`src/rtl/store_buffer.sv`:
```
`default_nettype none
// +----------------------------------------------------------------------------+
// | Module      : store_buffer                                                 |
// | Description : Circular store queue between the core and data memory.       |
// |               Stores are aligned to a memory word, their byte enables and  |
// |               replicated lane data are computed, and the result is queued. |
// |               The head entry is presented to memory from registers.        |
// |               Misaligned stores are dropped and flagged on st_err. A       |
// |               combinational load-hazard check reports pending stores to    |
// |               the same word as ld_addr.                                    |
// | Options     : define STORE_BUF_MERGE_EN to merge a store into the youngest |
// |               entry when both target the same word.                        |
// | Ports       : clk, reset          clock, async active-high reset           |
// |               in_valid/in_ready   store request handshake                  |
// |               in_addr/in_memop/in_wdata  store request payload             |
// |               m_data_*            head entry towards memory                |
// |               ld_addr/ld_hit      load hazard query                        |
// |               st_err              one-cycle misaligned-store pulse         |
// |               count               occupied entries                         |
// | Revision    : 1.0 - initial release                                        |
// +----------------------------------------------------------------------------+
module store_buffer #(
    parameter int DATA_W = 32,
    parameter int DEPTH  = 4,
    parameter int ADDR_W = 32
) (
    input  logic                    clk,
    input  logic                    reset,
    input  logic                    in_valid,
    output logic                    in_ready,
    input  logic [ADDR_W-1:0]       in_addr,
    input  logic [2:0]              in_memop,
    input  logic [DATA_W-1:0]       in_wdata,
    output logic                    m_data_valid,
    input  logic                    m_data_ready,
    output logic [ADDR_W-1:0]       m_data_addr,
    output logic [DATA_W-1:0]       m_data_wdata,
    output logic [DATA_W/8-1:0]     m_data_byteen,
    input  logic [ADDR_W-1:0]       ld_addr,
    output logic                    ld_hit,
    output logic                    st_err,
    output logic [$clog2(DEPTH):0]  count
);

    localparam int c_lanes = DATA_W / 8;
    localparam int c_offw  = $clog2(c_lanes);
    localparam int c_ptrw  = $clog2(DEPTH);
    localparam int c_cntw  = c_ptrw + 1;

    localparam logic [2:0] c_op_none = 3'd0;
    localparam logic [2:0] c_op_sw   = 3'd1;
    localparam logic [2:0] c_op_sh   = 3'd2;
    localparam logic [2:0] c_op_sb   = 3'd3;
    localparam logic [2:0] c_op_sd   = 3'd4;

    // Queue storage; an entry is live exactly when its byte enables are non-zero
    logic [ADDR_W-1:0]  r_addr [DEPTH];
    logic [DATA_W-1:0]  r_data [DEPTH];
    logic [c_lanes-1:0] r_be   [DEPTH];
    logic [c_ptrw-1:0]  r_wptr;
    logic [c_ptrw-1:0]  r_rptr;
    logic [c_cntw-1:0]  r_count;
    logic               r_st_err;

    logic [c_offw-1:0]  w_off;
    logic [c_lanes-1:0] w_byteen;
    logic [DATA_W-1:0]  w_wdata;
    logic [DATA_W-1:0]  w_mask;
    logic               w_misal;
    logic               w_legal;
    logic [ADDR_W-1:0]  w_waddr;
    logic [ADDR_W-1:0]  w_ld_word;
    logic [c_ptrw-1:0]  w_young;
    logic               w_merge_hit;
    logic               w_accept;
    logic               w_push;
    logic               w_merge;
    logic               w_pop;
    logic [DEPTH-1:0]   w_hit_vec;
    logic               w_unused_ld_low;

    assign w_off     = in_addr[c_offw-1:0];
    assign w_waddr   = {in_addr[ADDR_W-1:c_offw], {c_offw{1'b0}}};
    assign w_ld_word = {ld_addr[ADDR_W-1:c_offw], {c_offw{1'b0}}};
    // Only the word part of the load address matters for the hazard check
    assign w_unused_ld_low = &{1'b0, ld_addr[c_offw-1:0]};

    // Byte enables, lane replication and alignment check for the incoming op
    always_comb begin
        w_byteen = '0;
        w_wdata  = in_wdata;
        w_misal  = 1'b0;
        case (in_memop)
            c_op_none: ;
            c_op_sw: begin
                w_byteen = c_lanes'(4'hF) << w_off;
                w_wdata  = {(c_lanes/4){in_wdata[31:0]}};
                w_misal  = (w_off[1:0] != 2'b00);
            end
            c_op_sh: begin
                w_byteen = c_lanes'(2'b11) << w_off;
                w_wdata  = {(c_lanes/2){in_wdata[15:0]}};
                w_misal  = w_off[0];
            end
            c_op_sb: begin
                w_byteen = c_lanes'(1'b1) << w_off;
                w_wdata  = {c_lanes{in_wdata[7:0]}};
            end
            c_op_sd: begin
                w_byteen = '1;
                // A doubleword cannot be stored through a 32-bit port
                w_misal  = (DATA_W == 32) || (w_off != '0);
            end
            default: w_misal = 1'b1;
        endcase
    end

    assign w_legal = (in_memop != c_op_none) && !w_misal;

    // Byte enables widened to a bit mask for partial lane overwrite on merge
    generate
        for (genvar g = 0; g < c_lanes; g++) begin : g_mask
            assign w_mask[8*g +: 8] = {8{w_byteen[g]}};
        end
    endgenerate

    assign m_data_valid = (r_count != '0);
    assign w_pop        = m_data_valid && m_data_ready;
    assign w_young      = r_wptr - c_ptrw'(1);

`ifdef STORE_BUF_MERGE_EN
    // With a single entry the youngest is also the head; it cannot be merged
    // into while it is leaving the queue
    assign w_merge_hit = w_legal && (r_count != '0) && (r_addr[w_young] == w_waddr)
                         && !(w_pop && (r_count == c_cntw'(1)));
`else
    assign w_merge_hit = 1'b0;
`endif

    // A pop this cycle deliberately does not make room for a push
    assign in_ready = (r_count < c_cntw'(DEPTH)) || w_merge_hit;
    assign w_accept = in_valid && in_ready;
    assign w_push   = w_accept && w_legal && !w_merge_hit;
    assign w_merge  = w_accept && w_legal && w_merge_hit;

    always_ff @(posedge clk or posedge reset) begin
        if (reset) begin
            r_wptr   <= '0;
            r_rptr   <= '0;
            r_count  <= '0;
            r_st_err <= 1'b0;
            for (int i = 0; i < DEPTH; i++) begin
                r_addr[i] <= '0;
                r_data[i] <= '0;
                r_be[i]   <= '0;
            end
        end else begin
            r_st_err <= w_accept && w_misal;
            if (w_pop) begin
                r_be[r_rptr] <= '0;
                r_rptr       <= r_rptr + c_ptrw'(1);
            end
            // A push slot never coincides with the head being popped: pushes
            // into the head slot only happen when the queue is empty
            if (w_push) begin
                r_addr[r_wptr] <= w_waddr;
                r_data[r_wptr] <= w_wdata;
                r_be[r_wptr]   <= w_byteen;
                r_wptr         <= r_wptr + c_ptrw'(1);
            end else if (w_merge) begin
                r_data[w_young] <= (r_data[w_young] & ~w_mask) | (w_wdata & w_mask);
                r_be[w_young]   <= r_be[w_young] | w_byteen;
            end
            case ({w_push, w_pop})
                2'b10:   r_count <= r_count + c_cntw'(1);
                2'b01:   r_count <= r_count - c_cntw'(1);
                default: ;
            endcase
        end
    end

    generate
        for (genvar g = 0; g < DEPTH; g++) begin : g_ld_cmp
            assign w_hit_vec[g] = (r_be[g] != '0) && (r_addr[g] == w_ld_word);
        end
    endgenerate

    assign ld_hit        = |w_hit_vec;
    assign m_data_addr   = m_data_valid ? r_addr[r_rptr] : '0;
    assign m_data_wdata  = m_data_valid ? r_data[r_rptr] : '0;
    assign m_data_byteen = m_data_valid ? r_be[r_rptr]   : '0;
    assign st_err        = r_st_err;
    assign count         = r_count;

endmodule
`default_nettype wire

```
`config.mk`:
```
export PLATFORM = sky130hd
export DESIGN_NAME = store_buffer
export DESIGN_NICKNAME = d
export VERILOG_FILES = /design/src/rtl/store_buffer.sv
export SDC_FILE = /design/constraint.sdc
export NUM_CORES = 1
export LEC_CHECK = 0
export BUFFER_PORTS_ARGS = -buffer_cell sky130_fd_sc_hd__buf_2
export CAP_MARGIN = 30
export CORE_MARGIN = 2
export CORE_UTILIZATION = 30
export CTS_CLUSTER_DIAMETER = 50
export DETAILED_ROUTE_END_ITERATION = 10
export SLEW_MARGIN = 20
export SYNTH_ARGS = -nofsm -noshare
export SYNTH_HDL_FRONTEND = slang
export SYNTH_SLANG_ARGS = --single-unit
```
`constraint.sdc`:
```
create_clock -name clk -period 10.3 [get_ports clk]
set_input_delay 0.515 -clock clk [delete_from_list [all_inputs] [get_ports clk]]
set_output_delay 0.515 -clock clk [all_outputs]
set_load 0.1 [all_outputs]
```
After elaboration in Yosys (flattened, before gate mapping)

Cells that the tools add are included.

Flip-flop bits (word level): 280
Input bits: 103
Output and inout port bits: 75
Word-level logic and storage cells: 92

Add/sub/neg operators: 4
$lt $le $gt $ge: 5
Equal/unequal tests: 10
Shifts and indexed selects: 3
Muxes and demuxes: 27
Bitwise gates (word level): 4
Reductions and logical operators: 23

Operators with widths:

| operator            | count |
|---|---|
| $bwmux 128          | 2 |
| $mux 32             | 7 |
| $bmux 32 s2         | 2 |
| $eq 32x32->1        | 4 |
| $demux 32 s2        | 1 |
| $pmux 32 s2         | 1 |
| $mux 16             | 2 |
| $mux 4              | 5 |
| $and 16x16->16      | 1 |
| $bwmux 16           | 1 |
| $demux 4 s2         | 2 |
| $not 16->16         | 1 |
| $pmux 4 s4          | 1 |
| $reduce_bool 4->1   | 4 |
| $logic_and 1x1->1   | 11 |
| $bmux 4 s2          | 1 |
| $eq 3x2->1 const B  | 2 |
| $ge 3x3->1 const B  | 2 |
| $lt 3x1->1 const B  | 2 |
| $not 2->3           | 2 |
| $pmux 3 s2          | 1 |
| $reduce_bool 3->1   | 2 |
| $add 2x1->2 const B | 2 |
| $reduce_bool 2->1   | 2 |
| other kinds (15)    | 15 |

Longest topological paths before layout

Depth in word-level cells: 10
Mapped depth: 12
Mapped depth without buffers: 10

Worst setup path after synthesis

Ideal clock, no wire load.

Path kind: register to output
Start point: register r_count[2], in the netlist count[2]
End point: output m_data_wdata[22]
Arrival: 3.080 ns
Data required time: 9.785 ns
Slack: 6.705 ns
Stages on the path, launching flop included: 4
Buffers on the path: 1
Path through: dfrtp_1 > or3_1 > clkbuf_1 > and2_1

Longest elaborated chain between the ends: 2

RTL lines:

| element                | line | RTL |
|---|---|---|
| from (decl)            | 62   | `logic [c_cntw-1:0] r_count;` |
| from (signal assigned) | 175  | `2'b10: r_count <= r_count + c_cntw'(1);` |
| from (signal assigned) | 176  | `2'b01: r_count <= r_count - c_cntw'(1);` |
| $reduce_bool 3->1      | 127  | `assign m_data_valid = (r_count != '0);` |
| named net m_data_valid | 34   | `output logic m_data_valid,` |
| $mux 32                | 190  | `assign m_data_wdata = m_data_valid ? r_data[r_rptr] : '0;` |
| to (decl)              | 37   | `output logic [DATA_W-1:0] m_data_wdata,` |

The timed path passes the listed nets, and every way through them passes these cells.

Worst setup path after layout

Start point: register r_rptr[0]
End point: output m_data_addr[27]

Longest elaborated chain between the ends: 5

RTL lines:

| element                                    | line | RTL |
|---|---|---|
| from (decl)                                | 61   | `logic [c_ptrw-1:0] r_rptr;` |
| from (signal assigned)                     | 161  | `r_rptr <= r_rptr + c_ptrw'(1);` |
| $not 2->3 (not written as such)            | 189  | `assign m_data_addr = m_data_valid ? r_addr[r_rptr] : '0;` |
| $bmux 32 s2                                | 189  |  |
| $mux 32 (not written as such) (2 in a row) | 189  |  |
| $mux 32                                    | 189  |  |
| to (decl)                                  | 36   | `output logic [ADDR_W-1:0] m_data_addr,` |

Every way passes these cells. The select of a mux whose other input is x is not followed.

==> results by group <==
Layout
  • P&R area growth vs syn: 17.92%
  • Layout cells sized above 1: 30.32%
  • Filler cell count: 4471
  • Register area: 6814 um2
  • Footprint of the multi-input gates: 6848 um2
  • Nets: 1361
  • Finished Cell Area: 16580 um2

Clock network
  • Worst-path clk slew: 0.06 ns
  • Worst skew pair latency: 0.51 ns
  • CTS Buf Count: 34
  • Post-CTS sizing: 0
  • Root buffer cell: clkbuf_16
  • Maximum clock insertion buffer count: 3
  • Post-CTS setup buffers: 0
  • Total clock sinks: 272
  • CTS tree: done
  • H-tree depth: 2
  • Hold-fix buffers, CTS: 0

Routing
  • 1st-pass router iterations: 5
  • DR WL/cell: 20.80 um
  • Via-to-Cell Ratio: 4.925
  • Remaining DRCs: 0
  • Vias after detailed routing: 9288
  • Routed wire length: 39.22 mm
  • Antenna Violating Nets Remaining: 0
  • Detailed router's first-iteration violation count: 530

GRT
  • Tot GR Track Use: 16.19%
  • Largest net degree at the start of global routing: 168
  • Grt total ovfl: 0
  • Antenna violations before repair: 8
  • First-pass GRT wire length: 59.66 mm
  • Vias in the first global route: 9548

Placement
  • GPL Wtd Cong: 0.8110
  • DP Area: 15420 um2
  • # port buffers: 173
  • Hpwl dp: 26.33 mm

Setup path
  • Reg2Reg Depth: 9
  • Crit-path cells: buf_4 -> mux4_2 -> and2_1 -> buf_2
  • Worst reg-to-reg setup slack: 7.44 ns
  • CP max stage delay: 0.89 ns
  • Crit-path slowest cell: dfrtp_4
  • CP startpoint: r_rptr[0]
  • Worst Path Max Fanout: 37
  • Reg-to-Reg Start: count[2]
  • CP Class: flop to primary output
  • Crit path to: m_data_addr[27]
  • Setup crit start kind: flop
  • Reg-to-Reg End: count[2]
  • CP Capture Type: primary output
  • CP required: 9.79 ns
  • WP data arrival: 3.30 ns

Flow run
  • Max-cap check violation count: 0

Logic synthesis
  • Top cells by count, synth: dfrtp_1, mux2_1, nand2_1, o21ai_0, xnor2_1
  • Mapped Cells: 1113
  • Synth top area share: 48.41%
  • Flops & latches, synth: 272
  • Yosys Warn Count: 0
  • Syn Area/Cell: 12.63 um2
  • Largest cells by area after synthesis: dfrtp_1, mux4_2, mux2_1, mux2_2, xnor2_1
  • Seq/Total Area, Yosys: 48.41%
  • Synth async-reset ratio: 100.0%
  • Top-count cell post-synth: dfrtp_1
  • Cell taking the most area after synthesis: dfrtp_1
  • Top_reg_cell synth: dfrtp_1
  • EDFF count, synth: 0
  • Synth cell types: 34
  • Cell Area, Synth: 14060 um2

Die
  • Die W: 220.5 um
  • Ports: 178
  • Site row count: 79
  • Core area: 46360 um2
  • Die Ht: 220.5 um
  • Starting Density: 30.33%
  • Die area: 48610 um2

Timing
  • Worst Hold Margin: 0.1581 ns
  • Final hold vios: 0
  • Slew Viols, Final: 0
  • Setup tns final: 0 ns
  • RSZ-0062 raised after global routing: no
  • Crit share post-route: 37.06%
  • Max-slew headroom: 37.87%
  • Clock Skew: 0.01735 ns
  • Final setup violation count: 0
  • Final min period: 3.817 ns
  • Slew @ Worst Pin: 0.9320 ns
  • Fmax: 262.0 MHz

Outcome
  • Outcome: completed

Min path
  • Hold Path Class: input pin to async pin
-- per-stage QoR --
| stage | util [%] | std cells | worst slack, ns |
|---|---|---|---|
| 3_5_place_dp | 33.25 | 1819 | 6.851 |
| 3_3_place_gp | 33.25 | 1819 | 6.832 |
| 4_1_cts | 35.73 | 1880 | 6.282 |
| 2_1_floorplan | - | 1114 | 2.290 |
| 6_report | 35.76 | 1886 | 6.483 |
| 5_1_grt | 35.75 | 1883 | 6.192 |
-- cells in the final DEF, fill, tap and decap left out, types with 41 or more instances in the layout --
cell type and n:
mux2_2 76, nand2_1 89, buf_2 173, o21ai_0 84, dfrtp_1 270, xor2_1 41
and2_1 68, mux4_2 66, mux2_1 108, xnor2_1 84
-- layer usage --
| metal | global-route usage, % | vias up | wire, um |
|---|---|---|---|
| met5 | 0 | - | 38 |
| met4 | 4.183 | 6 | 623 |
| met3 | 2.694 | 43 | 1716 |
| met2 | 25.53 | 174 | 18750 |
| met1 | 23.11 | 4840 | 18100 |
| li1 | - | 4225 | - |
-- registers in the layout, indices dropped and copies added, names as in the netlist --
register,flops
r_be,16
r_wptr,2
r_rptr,2
st_err,1
r_addr,120
count,3
r_data,128
-- area by class of cell --
type / instances / share of cell area [%]
Sequential cell: 272 / 41.10
Multi-Input combinational cell: 747 / 41.30
Inverter: 11 / 0.2943
Antenna cell: 6 / 0.09056
Clock inverter: 13 / 1.109
Clock buffer: 48 / 5.818
Timing Repair Buffer: 182 / 5.705
Tap cell: 607 / 4.581
-- how the worst min path moves through the flow --
stage | start | end | slack (ns) | cells after the start
global placement | r_data[107] | r_data[107] | 0.46 | 2
finish | reset | r_addr[36] | 0.16 | 2
global route | reset | r_addr[36] | 0.22 | 2
detailed placement | r_data[12] | r_data[12] | 0.47 | 2
floorplan | r_data[40] | r_data[40] | 0.44 | 2
CTS | reset | r_addr[36] | 0.19 | 2
-- logic make-up (layout without fill, tap and decap cells) --
family / Yosys count / in the layout / share of synthesized area (%)
other: 1 / 8 / 0.02667
adders and majority gates: 10 / 10 / 0.9433
DFF: 272 / 272 / 48.41
AOI/OAI and AO/OA: 95 / 95 / 3.666
and+or+nand+nor: 240 / 240 / 8.801
muxes: 275 / 275 / 27.09
buffers and inverters: 95 / 254 / 3.275
xor gates and xnor gates: 125 / 125 / 7.787
-- critical path, delay by kind of cell (launching register included) --
kind | cells | cell delay, ns
buffers and inverters | 2 | 1.05
DFF | 1 | 0.89
muxes | 1 | 0.59
and+or+nand+nor | 1 | 0.20
Power is not shown: default switching activity piles up to over one toggle a cycle in this logic, so the estimate is an artifact.
